**src/rtl/pdp8l_pkg.sv**
```systemverilog
// Shared definitions for the PDP-8/L I/O bus sequencer/arbiter: sequencer
// state encoding, ARM register indices and identification constants.
package pdp8l_pkg;

   typedef enum logic [1:0] {
      ST_IDLE   = 2'd0,
      ST_START  = 2'd1,
      ST_ACTIVE = 2'd2,
      ST_STOP   = 2'd3
   } seq_state_e;

   localparam logic [1:0]  REG_IDENT = 2'd0;
   localparam logic [1:0]  REG_MASK  = 2'd1;
   localparam logic [1:0]  REG_STAT  = 2'd2;
   localparam logic [1:0]  REG_TCNT  = 2'd3;

   localparam logic [15:0] IDENT_IA    = 16'h4941;
   localparam logic [3:0]  REG_LOG2M1  = 4'd1;
   localparam logic [11:0] ARB_VERSION = 12'h001;

endpackage

```
**src/rtl/pdp8l_iobus_or.sv**
```systemverilog
// Masked OR-reduction of device slot responses plus a lowest-slot-first
// interrupt source encoder. Purely combinational; the parent registers it.
module pdp8l_iobus_or #(
   parameter int NDEV = 4
) (
   input  logic [12*NDEV-1:0] dev_devtocpu_i,
   input  logic [NDEV-1:0]    dev_acclr_i,
   input  logic [NDEV-1:0]    dev_skip_i,
   input  logic [NDEV-1:0]    dev_intrq_i,
   input  logic [NDEV-1:0]    en_i,
   input  logic [NDEV-1:0]    ie_i,
   output logic [11:0]        data_o,
   output logic               acclr_o,
   output logic               skip_o,
   output logic               intrq_o,
   output logic [3:0]         irqsrc_o
);

   always_comb begin
      data_o   = '0;
      acclr_o  = 1'b0;
      skip_o   = 1'b0;
      intrq_o  = 1'b0;
      irqsrc_o = 4'hF;
      // Walk from the top slot down so the lowest passing slot is left in irqsrc_o.
      for (int k = NDEV - 1; k >= 0; k--) begin
         if (en_i[k]) begin
            data_o  = data_o | dev_devtocpu_i[12*k +: 12];
            acclr_o = acclr_o | dev_acclr_i[k];
            skip_o  = skip_o | dev_skip_i[k];
         end
         if (en_i[k] && ie_i[k] && dev_intrq_i[k]) begin
            intrq_o  = 1'b1;
            irqsrc_o = 4'(k);
         end
      end
   end

endmodule

```
**src/rtl/pdp8l_iobus_arb.sv**
```systemverilog
// PDP-8/L I/O bus sequencer and arbiter: frames IOT pulses into transactions
// and merges device responses. Conflict detection built when PDP8L_IOARB_CONFLICT_EN is defined.
module pdp8l_iobus_arb
   import pdp8l_pkg::*;
#(
   parameter int NDEV   = 4,
   parameter int GAPCNT = 8
) (
   input  logic              CLOCK,
   input  logic              RESET,
   input  logic              CSTEP,
   input  logic              armwrite,
   input  logic [1:0]        armraddr,
   input  logic [1:0]        armwaddr,
   input  logic [31:0]       armwdata,
   output logic [31:0]       armrdata,
   input  logic [2:0]        iop_in,
   input  logic [11:0]       instr,
   output logic              iopstart,
   output logic              iopstop,
   output logic [11:0]       ioopcode,
   input  logic [12*NDEV-1:0] dev_devtocpu,
   input  logic [NDEV-1:0]   dev_acclr,
   input  logic [NDEV-1:0]   dev_skip,
   input  logic [NDEV-1:0]   dev_intrq,
   output logic [11:0]       devtocpu,
   output logic              AC_CLEAR,
   output logic              IO_SKIP,
   output logic              INT_RQST
);

   localparam logic [7:0] GAP_INIT = 8'(GAPCNT);

   seq_state_e       state_q;
   logic             iopstart_q, iopstop_q;
   logic [11:0]      ioopcode_q;
   logic [7:0]       gap_q;
   logic [31:0]      tcnt_q;
   logic [NDEV-1:0]  en_q, ie_q;
   logic [11:0]      devtocpu_q;
   logic             acclr_q, skip_q, intrq_q;
   logic [3:0]       irqsrc_q;

   logic [11:0]      or_data_d;
   logic             or_acclr_d, or_skip_d, or_intrq_d;
   logic [3:0]       or_irqsrc_d;

   logic             conf_sticky;
   logic [7:0]       conf_cnt;
   logic             unused_wdata;

   assign unused_wdata = ^armwdata;

   // Sequencer: every transition is gated by CSTEP; the pulses last one step.
   always_ff @(posedge CLOCK) begin
      if (RESET) begin
         state_q    <= ST_IDLE;
         iopstart_q <= 1'b0;
         iopstop_q  <= 1'b0;
         ioopcode_q <= '0;
         gap_q      <= '0;
         tcnt_q     <= '0;
      end else if (CSTEP) begin
         iopstart_q <= 1'b0;
         iopstop_q  <= 1'b0;
         unique case (state_q)
            ST_IDLE: begin
               if (|iop_in) begin
                  ioopcode_q <= instr;
                  tcnt_q     <= tcnt_q + 32'd1;
                  iopstart_q <= 1'b1;
                  state_q    <= ST_START;
               end
            end
            ST_START: begin
               gap_q   <= GAP_INIT;
               state_q <= ST_ACTIVE;
            end
            ST_ACTIVE: begin
               if (|iop_in) begin
                  gap_q <= GAP_INIT;
               end else if (gap_q <= 8'd1) begin
                  gap_q     <= '0;
                  iopstop_q <= 1'b1;
                  state_q   <= ST_STOP;
               end else begin
                  gap_q <= gap_q - 8'd1;
               end
            end
            ST_STOP: state_q <= ST_IDLE;
            default: state_q <= ST_IDLE;
         endcase
      end
   end

   always_ff @(posedge CLOCK) begin
      if (RESET) begin
         en_q <= '0;
         ie_q <= '1;
      end else if (armwrite && (armwaddr == REG_MASK)) begin
         en_q <= armwdata[NDEV-1:0];
         ie_q <= armwdata[NDEV+15:16];
      end
   end

   pdp8l_iobus_or #(.NDEV(NDEV)) u_or (
      .dev_devtocpu_i (dev_devtocpu),
      .dev_acclr_i    (dev_acclr),
      .dev_skip_i     (dev_skip),
      .dev_intrq_i    (dev_intrq),
      .en_i           (en_q),
      .ie_i           (ie_q),
      .data_o         (or_data_d),
      .acclr_o        (or_acclr_d),
      .skip_o         (or_skip_d),
      .intrq_o        (or_intrq_d),
      .irqsrc_o       (or_irqsrc_d)
   );

   always_ff @(posedge CLOCK) begin
      if (RESET) begin
         devtocpu_q <= '0;
         acclr_q    <= 1'b0;
         skip_q     <= 1'b0;
         intrq_q    <= 1'b0;
         irqsrc_q   <= 4'hF;
      end else begin
         devtocpu_q <= or_data_d;
         acclr_q    <= or_acclr_d;
         skip_q     <= or_skip_d;
         intrq_q    <= or_intrq_d;
         irqsrc_q   <= or_irqsrc_d;
      end
   end

`ifdef PDP8L_IOARB_CONFLICT_EN
   logic [4:0] ndrv_d;
   logic       conflict_d;
   logic       conf_prev_q, conf_sticky_q;
   logic [7:0] conf_cnt_q;
   logic       conf_clr;

   always_comb begin
      ndrv_d = '0;
      for (int k = 0; k < NDEV; k++) begin
         if (en_q[k] && ((|dev_devtocpu[12*k +: 12]) || dev_skip[k])) begin
            ndrv_d = ndrv_d + 5'd1;
         end
      end
   end

   assign conflict_d = (state_q == ST_ACTIVE) && (ndrv_d >= 5'd2);
   assign conf_clr   = armwrite && (armwaddr == REG_STAT) && armwdata[31];

   // Count on the rising edge of a conflict only; an ARM clear overrides it.
   always_ff @(posedge CLOCK) begin
      if (RESET) begin
         conf_prev_q   <= 1'b0;
         conf_sticky_q <= 1'b0;
         conf_cnt_q    <= '0;
      end else begin
         conf_prev_q <= conflict_d;
         if (conf_clr) begin
            conf_sticky_q <= 1'b0;
            conf_cnt_q    <= '0;
         end else if (conflict_d && !conf_prev_q) begin
            conf_sticky_q <= 1'b1;
            if (conf_cnt_q != 8'hFF) conf_cnt_q <= conf_cnt_q + 8'd1;
         end
      end
   end

   assign conf_sticky = conf_sticky_q;
   assign conf_cnt    = conf_cnt_q;
`else
   assign conf_sticky = 1'b0;
   assign conf_cnt    = 8'h00;
`endif

   always_comb begin
      armrdata = '0;
      unique case (armraddr)
         REG_IDENT: armrdata = {IDENT_IA, REG_LOG2M1, ARB_VERSION};
         REG_MASK: begin
            armrdata[NDEV-1:0]     = en_q;
            armrdata[NDEV+15:16]   = ie_q;
         end
         REG_STAT:  armrdata = {conf_sticky, 3'b000, irqsrc_q, conf_cnt, 2'b00, state_q, ioopcode_q};
         REG_TCNT:  armrdata = tcnt_q;
         default:   armrdata = '0;
      endcase
   end

   assign iopstart = iopstart_q;
   assign iopstop  = iopstop_q;
   assign ioopcode = ioopcode_q;
   assign devtocpu = devtocpu_q;
   assign AC_CLEAR = acclr_q;
   assign IO_SKIP  = skip_q;
   assign INT_RQST = intrq_q;

endmodule

```
**config.mk**
```make
export PLATFORM = sky130hd
export DESIGN_NAME = pdp8l_iobus_arb
export DESIGN_NICKNAME = d
export VERILOG_FILES = /design/src/rtl/pdp8l_pkg.sv /design/src/rtl/pdp8l_iobus_or.sv /design/src/rtl/pdp8l_iobus_arb.sv
export SDC_FILE = /design/constraint.sdc
export NUM_CORES = 1
export LEC_CHECK = 0
export ABC_AREA = 1
export CORE_ASPECT_RATIO = 1.25
export CORE_MARGIN = 4
export CORE_UTILIZATION = 39
export DETAILED_ROUTE_END_ITERATION = 8
export MAX_ROUTING_LAYER = met4
export PLACE_DENSITY = 0.77
export SLEW_MARGIN = 15
export SYNTH_ARGS = -nofsm -noshare
export SYNTH_HDL_FRONTEND = slang
export SYNTH_SLANG_ARGS = --single-unit
```
**constraint.sdc**
```tcl
create_clock -name CLOCK -period 1.5 [get_ports CLOCK]
set_input_delay 0.3 -clock CLOCK [delete_from_list [all_inputs] [get_ports CLOCK]]
set_output_delay 0.3 -clock CLOCK [all_outputs]
set_load 0.02 [all_outputs]
```
### After elaboration in Yosys (flattened, before gate mapping)

Index checks and enable logic that the tools add are counted.

* register bits after elaboration: 83
* bits in latches: 0
* RAM bits: 0
* bits in read-only memories: 0
* input bits: 115
* output and inout bits: 61
* logic and storage cells: 87
* memories: 0

* add/sub/neg operators: 2
* $mul: 0
* divide/modulo/power cells: 0
* $lt $le $gt $ge: 1
* equal/unequal tests: 10
* shifts and indexed selects: 0
* multiplexer cells: 36
* bitwise logic cells: 9
* reductions and logical operators: 16

Operators with widths (number)
* $pmux W12 S3: 2
* $mux W12: 4
* $or A12 B12 Y12: 3
* $add A32 B1 Y32 const B: 1
* $pmux W4 S4: 2
* $mux W1: 17
* $mux W4: 4
* $mux W8: 2
* $pmux W8 S2: 1
* $logic_and A1 B1 Y1: 9
* $eq A2 B2 Y1 const B: 4
* $le A8 B1 Y1 const B: 1
* $pmux W2 S4: 1
* $sub A8 B1 Y8 const B: 1
* $eq A2 B1 Y1 const B: 3
* $mux W2: 3
* $ne A2 B2 Y1 const B: 3
* $or A1 B1 Y1: 6
* $logic_not A2 Y1: 2
* $reduce_and A4 Y1: 1
* $reduce_and A3 Y1: 1
* $reduce_or A3 Y1: 1
* $reduce_and A2 Y1: 1
* $reduce_bool A2 Y1: 1

### Longest topological paths before layout

Gate-level depths: netlist of the first run.

* word-level depth: 7
* gate-level depth with buffers: 12
* gate-level depth less buffers: 12

### Modules after synthesis

A second synthesis of the first run with hierarchy kept.

* cells, all modules: 689
* area, all modules: 4433.0 sq um

Modules (own cells, without submodules)
* pdp8l_iobus_arb: times used 1, cells an instance 598, area an instance 4008.8 sq um, seq. area each 1661.6 sq um
* pdp8l_iobus_or: times used 1, cells an instance 91, area an instance 424.2 sq um, seq. area each 0.0 sq um

### Worst setup path after synthesis of the first run

No wires, ideal clock.

* kind: register to output
* from: reg en_q[0]
* to: out armrdata[0]
* data arrival time: 1.253 ns
* required time: 1.200 ns
* path slack: -0.053 ns
* cell stages (with the launch flop): 5
* buffers on the path: 2
* cells stage by stage: dfxtp_1 clkbuf_1 clkbuf_1 o21ai_0 o22ai_1

* longest elaborated chain between the ends: 1

Ends and longest elaborated chain
* start, declared: line pdp8l_iobus_arb.sv:39 `logic [NDEV-1:0] en_q, ie_q;`
* start signal, assigned: line pdp8l_iobus_arb.sv:101 `en_q <= armwdata[NDEV-1:0];`
* $pmux W4 S4: line pdp8l_iobus_arb.sv:182 `unique case (armraddr)`
* end, declared: line pdp8l_iobus_arb.sv:16 `output logic [31:0] armrdata,`

Every way passes these cells.

### Worst setup path in the final report of the first run

* from: reg state_q[0]
* to: reg tcnt_q[4]

* longest elaborated chain between the ends: 2

Ends and longest elaborated chain
* start, declared: line pdp8l_iobus_arb.sv:34 `seq_state_e state_q;`
* start signal, assigned: line pdp8l_iobus_arb.sv:57 `state_q <= ST_IDLE;`
* start signal, assigned: line pdp8l_iobus_arb.sv:72 `state_q <= ST_START;`
* start signal, assigned: line pdp8l_iobus_arb.sv:77 `state_q <= ST_ACTIVE;`
* $logic_not A2 Y1: line pdp8l_iobus_arb.sv:66 `unique case (state_q)`
* $reduce_and A3 Y1 (no line)
* end signal, assigned: line pdp8l_iobus_arb.sv:70 `tcnt_q <= tcnt_q + 32'd1;`
* end, declared: line pdp8l_iobus_arb.sv:38 `logic [31:0] tcnt_q;`

Every way passes these cells.
A chain may end at the register's enable or synchronous reset.

==> impl_metrics.json, run 1 <==
{
  "rows": 42,
  "grt_max_degree": 20,
  "swShare": 0.292,
  "finalNonFillerCells": 1024,
  "period_share": 1.03,
  "num-fill-cells": 923,
  "worstMarginPinSlew_ps": 314,
  "final_common_cell": "nand2_1",
  "cts_tree": "built",
  "required_ps": 1740,
  "p_seq_frac": 0.397,
  "worstHoldStart": "iopstart",
  "synth_top_family_by_area": "simple AND/OR/NAND/NOR gates",
  "reg2reg_depth": 8,
  "portBuffers": 151,
  "synth-simple-area-share": 0.343,
  "final_nets": 1008,
  "worstHoldPathCells": 2,
  "cts_buffers": 9,
  "wl_met3_um": 1010,
  "route.met2.wl_um": 8530,
  "critPathBufInv": 2,
  "multiInputGateArea_sq_mm": 0.00243,
  "cts-root-buf": "clkbuf_16",
  "die_w_um": 101,
  "grt_usage": 0.252,
  "crit_start": "state_q[0]",
  "netlist_area_sq_mm": 0.00424,
  "slowest_delay_ps": 320,
  "vias": 5262,
  "min_path_type": "flop to flop",
  "placed_cells": 1002,
  "power_leakage_uw": 0.00304,
  "crit_path_end_kind": "flop",
  "ys_warn_count": 0,
  "area_growth_pct": 65.2,
  "wl_per_cell_um": 15.3,
  "cts_sinks": 82,
  "rr_endpoint": "tcnt_q[4]",
  "final.setup_skew_ps": 10.8,
  "critPathKind": "flop to flop",
  "slew_viol_final": 0,
  "synth_compound_area_frac": 0.149,
  "ys_types": 34,
  "vias_per_cell": 5.14,
  "hold_violations": 0,
  "combPwrFrac": 0.243,
  "synth-xor-area-share": 0.00619,
  "irDropWorstVdd_v": 0.000546,
  "holdBufCountCts": 0,
  "worstHoldEndpoint": "iopstart",
  "power.internal_uw": 4270,
  "dieHeight_um": 125,
  "critPathArrivalTime_ps": 1780,
  "cp_slowest_cell": "dfxtp_2",
  "synth_seq_area_share": 0.387,
  "first_pass_iters": 5,
  "maxCapViolations": 0,
  "postRouteWirelength_um": 15700,
  "avgSynthCellArea_sq_um": 6.51,
  "timing.fmax_mhz": 650,
  "clkTransAtPathRegs_ps": 70,
  "layout_common_cells": "169 x nand2_1, 100 x buf_4, 87 x clkdlybuf4s50_1, 85 x nor2_1",
  "die-area_sq_mm": 0.0126,
  "top_layer": "met4",
  "wl_met1_um": 5630,
  "grt_pass1_wl_um": 24700,
  "drc": 0,
  "status": "complete, but fails checks",
  "worst_skew_pair.late_latency_ps": 350,
  "crit_chain": "inv_2 > ha_4 > nand2_4 > a21oi_4 > buf_6 > nand2_1 > o21ai_0 > a21oi_1",
  "overflow": 0,
  "hpwl_um": 11900,
  "num_antenna_cells": 0,
  "synthMuxAreaShare": 0,
  "hold_slack_ps": 460,
  "cpLargestDelayFamily": "compound AO/OA/AOI/OAI gates",
  "setup-violations-final": 3,
  "core_sq_mm": 0.0106,
  "powerDensity_mw_per_mm2": 860,
  "grt_pass1_vias": 5397,
  "switchingPower_uw": 1760,
  "tns_ps": -60.6,
  "drt_iter0_drc": 207,
  "max_slew_margin": 0.790,
  "start_util": 0.400,
  "setup_ws_ps": -39.3,
  "final_antenna_net_count": 0,
  "seq_area_sq_mm": 0.00166,
  "pin_count": 176,
  "grt_antenna_before_repair": 0,
  "worstReg2RegStart": "state_q[0]",
  "rsz0062_at_grt": "true",
  "cp_max_fo": 17,
  "violations": "setup timing",
  "ys_seq_elements": 82,
  "timing.critical_path.from_type": "flop",
  "h-tree-depth": 3,
  "syn_nets": 772,
  "clkPwrFrac": 0.360,
  "yosys.area_share.adder": 0.0147,
  "clockBufferDepth": 2,
  "gp_congestion": 0.960,
  "finalCriticalPeriod_ps": 1540,
  "reg2reg_setup_slack_ps": -40,
  "drive_above_1_share": 0.246,
  "syn_inst": 652
}
==> tightest hold or removal path, stage by stage, from the launching register on <==
cell and delay, ps:
dfxtp_1 300, nand2_1 60, a21oi_1 50
==> through the flow <==
step / worst slack [ps] / area, sq um / total power (uW) / util
after floorplan: 45.6 / 4250 / 3040 / -
after global placement: -868 / 6510 / 3750 / 0.613
after detailed placement: -902 / 6510 / 3800 / 0.613
after CTS: -3.12 / 6860 / 5980 / 0.647
after global routing: -135 / 7010 / 6260 / 0.660
final: -39.3 / 7010 / 6030 / 0.660
==> metal layers <==
metal / vias to the layer above / GRT usage
li1: 2562 / -
met1: 2453 / 0.259
met2: 203 / 0.455
met3: 44 / 0.0487
met4: 0 / 0.109
met5: - / -
==> state kept, by name, indices dropped and copies added (netlist names) <==
register	flops
ie_q	4
devtocpu	12
tcnt_q	32
ioopcode	12
gap_q	8
iopstart	1
INT_RQST	1
irqsrc_q	3
iopstop	1
AC_CLEAR	1
IO_SKIP	1
en_q	4
state_q	2
==> worst max-delay path by stage <==
| stage | endpoint | slack, ps | cells past startpoint |
|---|---|---|---|
| after global routing | tcnt_q[4] | -140 | 8 |
| final | tcnt_q[4] | -40 | 8 |
| after floorplan | armrdata[11] | 50 | 5 |
| after global placement | armrdata[11] | -870 | 8 |
| after CTS | tcnt_q[25] | -3 | 10 |
| after detailed placement | armrdata[5] | -900 | 8 |
==> logic make-up after synthesis <==
logic type | after synthesis
AND/OR/NAND/NOR | 346
XOR/XNOR | 3
AO/OA/AOI/OAI | 107
flip-flops | 82
buffers and inverters | 109
adder cells (fa/ha/maj) | 5
==> power groups by stage <==
stage	logic [uW]	clock network, uW	registers (uW)
after CTS	1390	2200	2390
after global routing	1590	2270	2400
after global placement	1330	0	2430
after detailed placement	1370	0	2430
final	1460	2170	2390
after floorplan	541	0	2500
==> cell usage after synthesis, drive strengths merged <==
master  instances  area, sq um
xor2            3         26.3
a41oi          14          123
nand4          10         62.6
and2            1         6.26
buf             5         35.0
nor3           11         55.1
nor2          102          420
nand2         183          694
a31oi           2         12.5
o211ai          6         45.0
clkbuf         19         71.3
a21oi          27          139
o21bai          1         7.51
or2             2         12.5
o31ai           1         7.51
o21ai          49          245
dfxtp          82         1640
o22ai           3         18.8
inv            85          319
o221ai          3         26.3
ha              5         62.6
nand3          37          203
o21a            1         7.51
==> cell type report <==
class | instances | share of cell area
well taps | 132 | 0.0236
multi-input cells | 461 | 0.347
inverters | 85 | 0.0455
clock buffers | 10 | 0.0327
flip-flops and latches | 82 | 0.236
repair buffers | 249 | 0.306
clock inverters | 5 | 0.00804
==> timing repair <==
item,4_1_cts,5_1_grt
endpoints found under the hold margin,0,0
setup endpoints to repair,93,50
gates resized for setup,228,49
pin swaps,19,21
setup buffers,3,4
No activity file was read; power rests on OpenSTA's default activity.
==> inputs of run 2 (changes only) <==
CTS_CLUSTER_DIAMETER = 100   (was default)
==> results of run 2 <==
Final layout, timing and power as in run 1 (identical DEF).
==> inputs of run 3 (changes only) <==
CAP_MARGIN = 0   (was default)
==> results of run 3 <==
Final layout, timing and power as in run 1 (identical DEF).
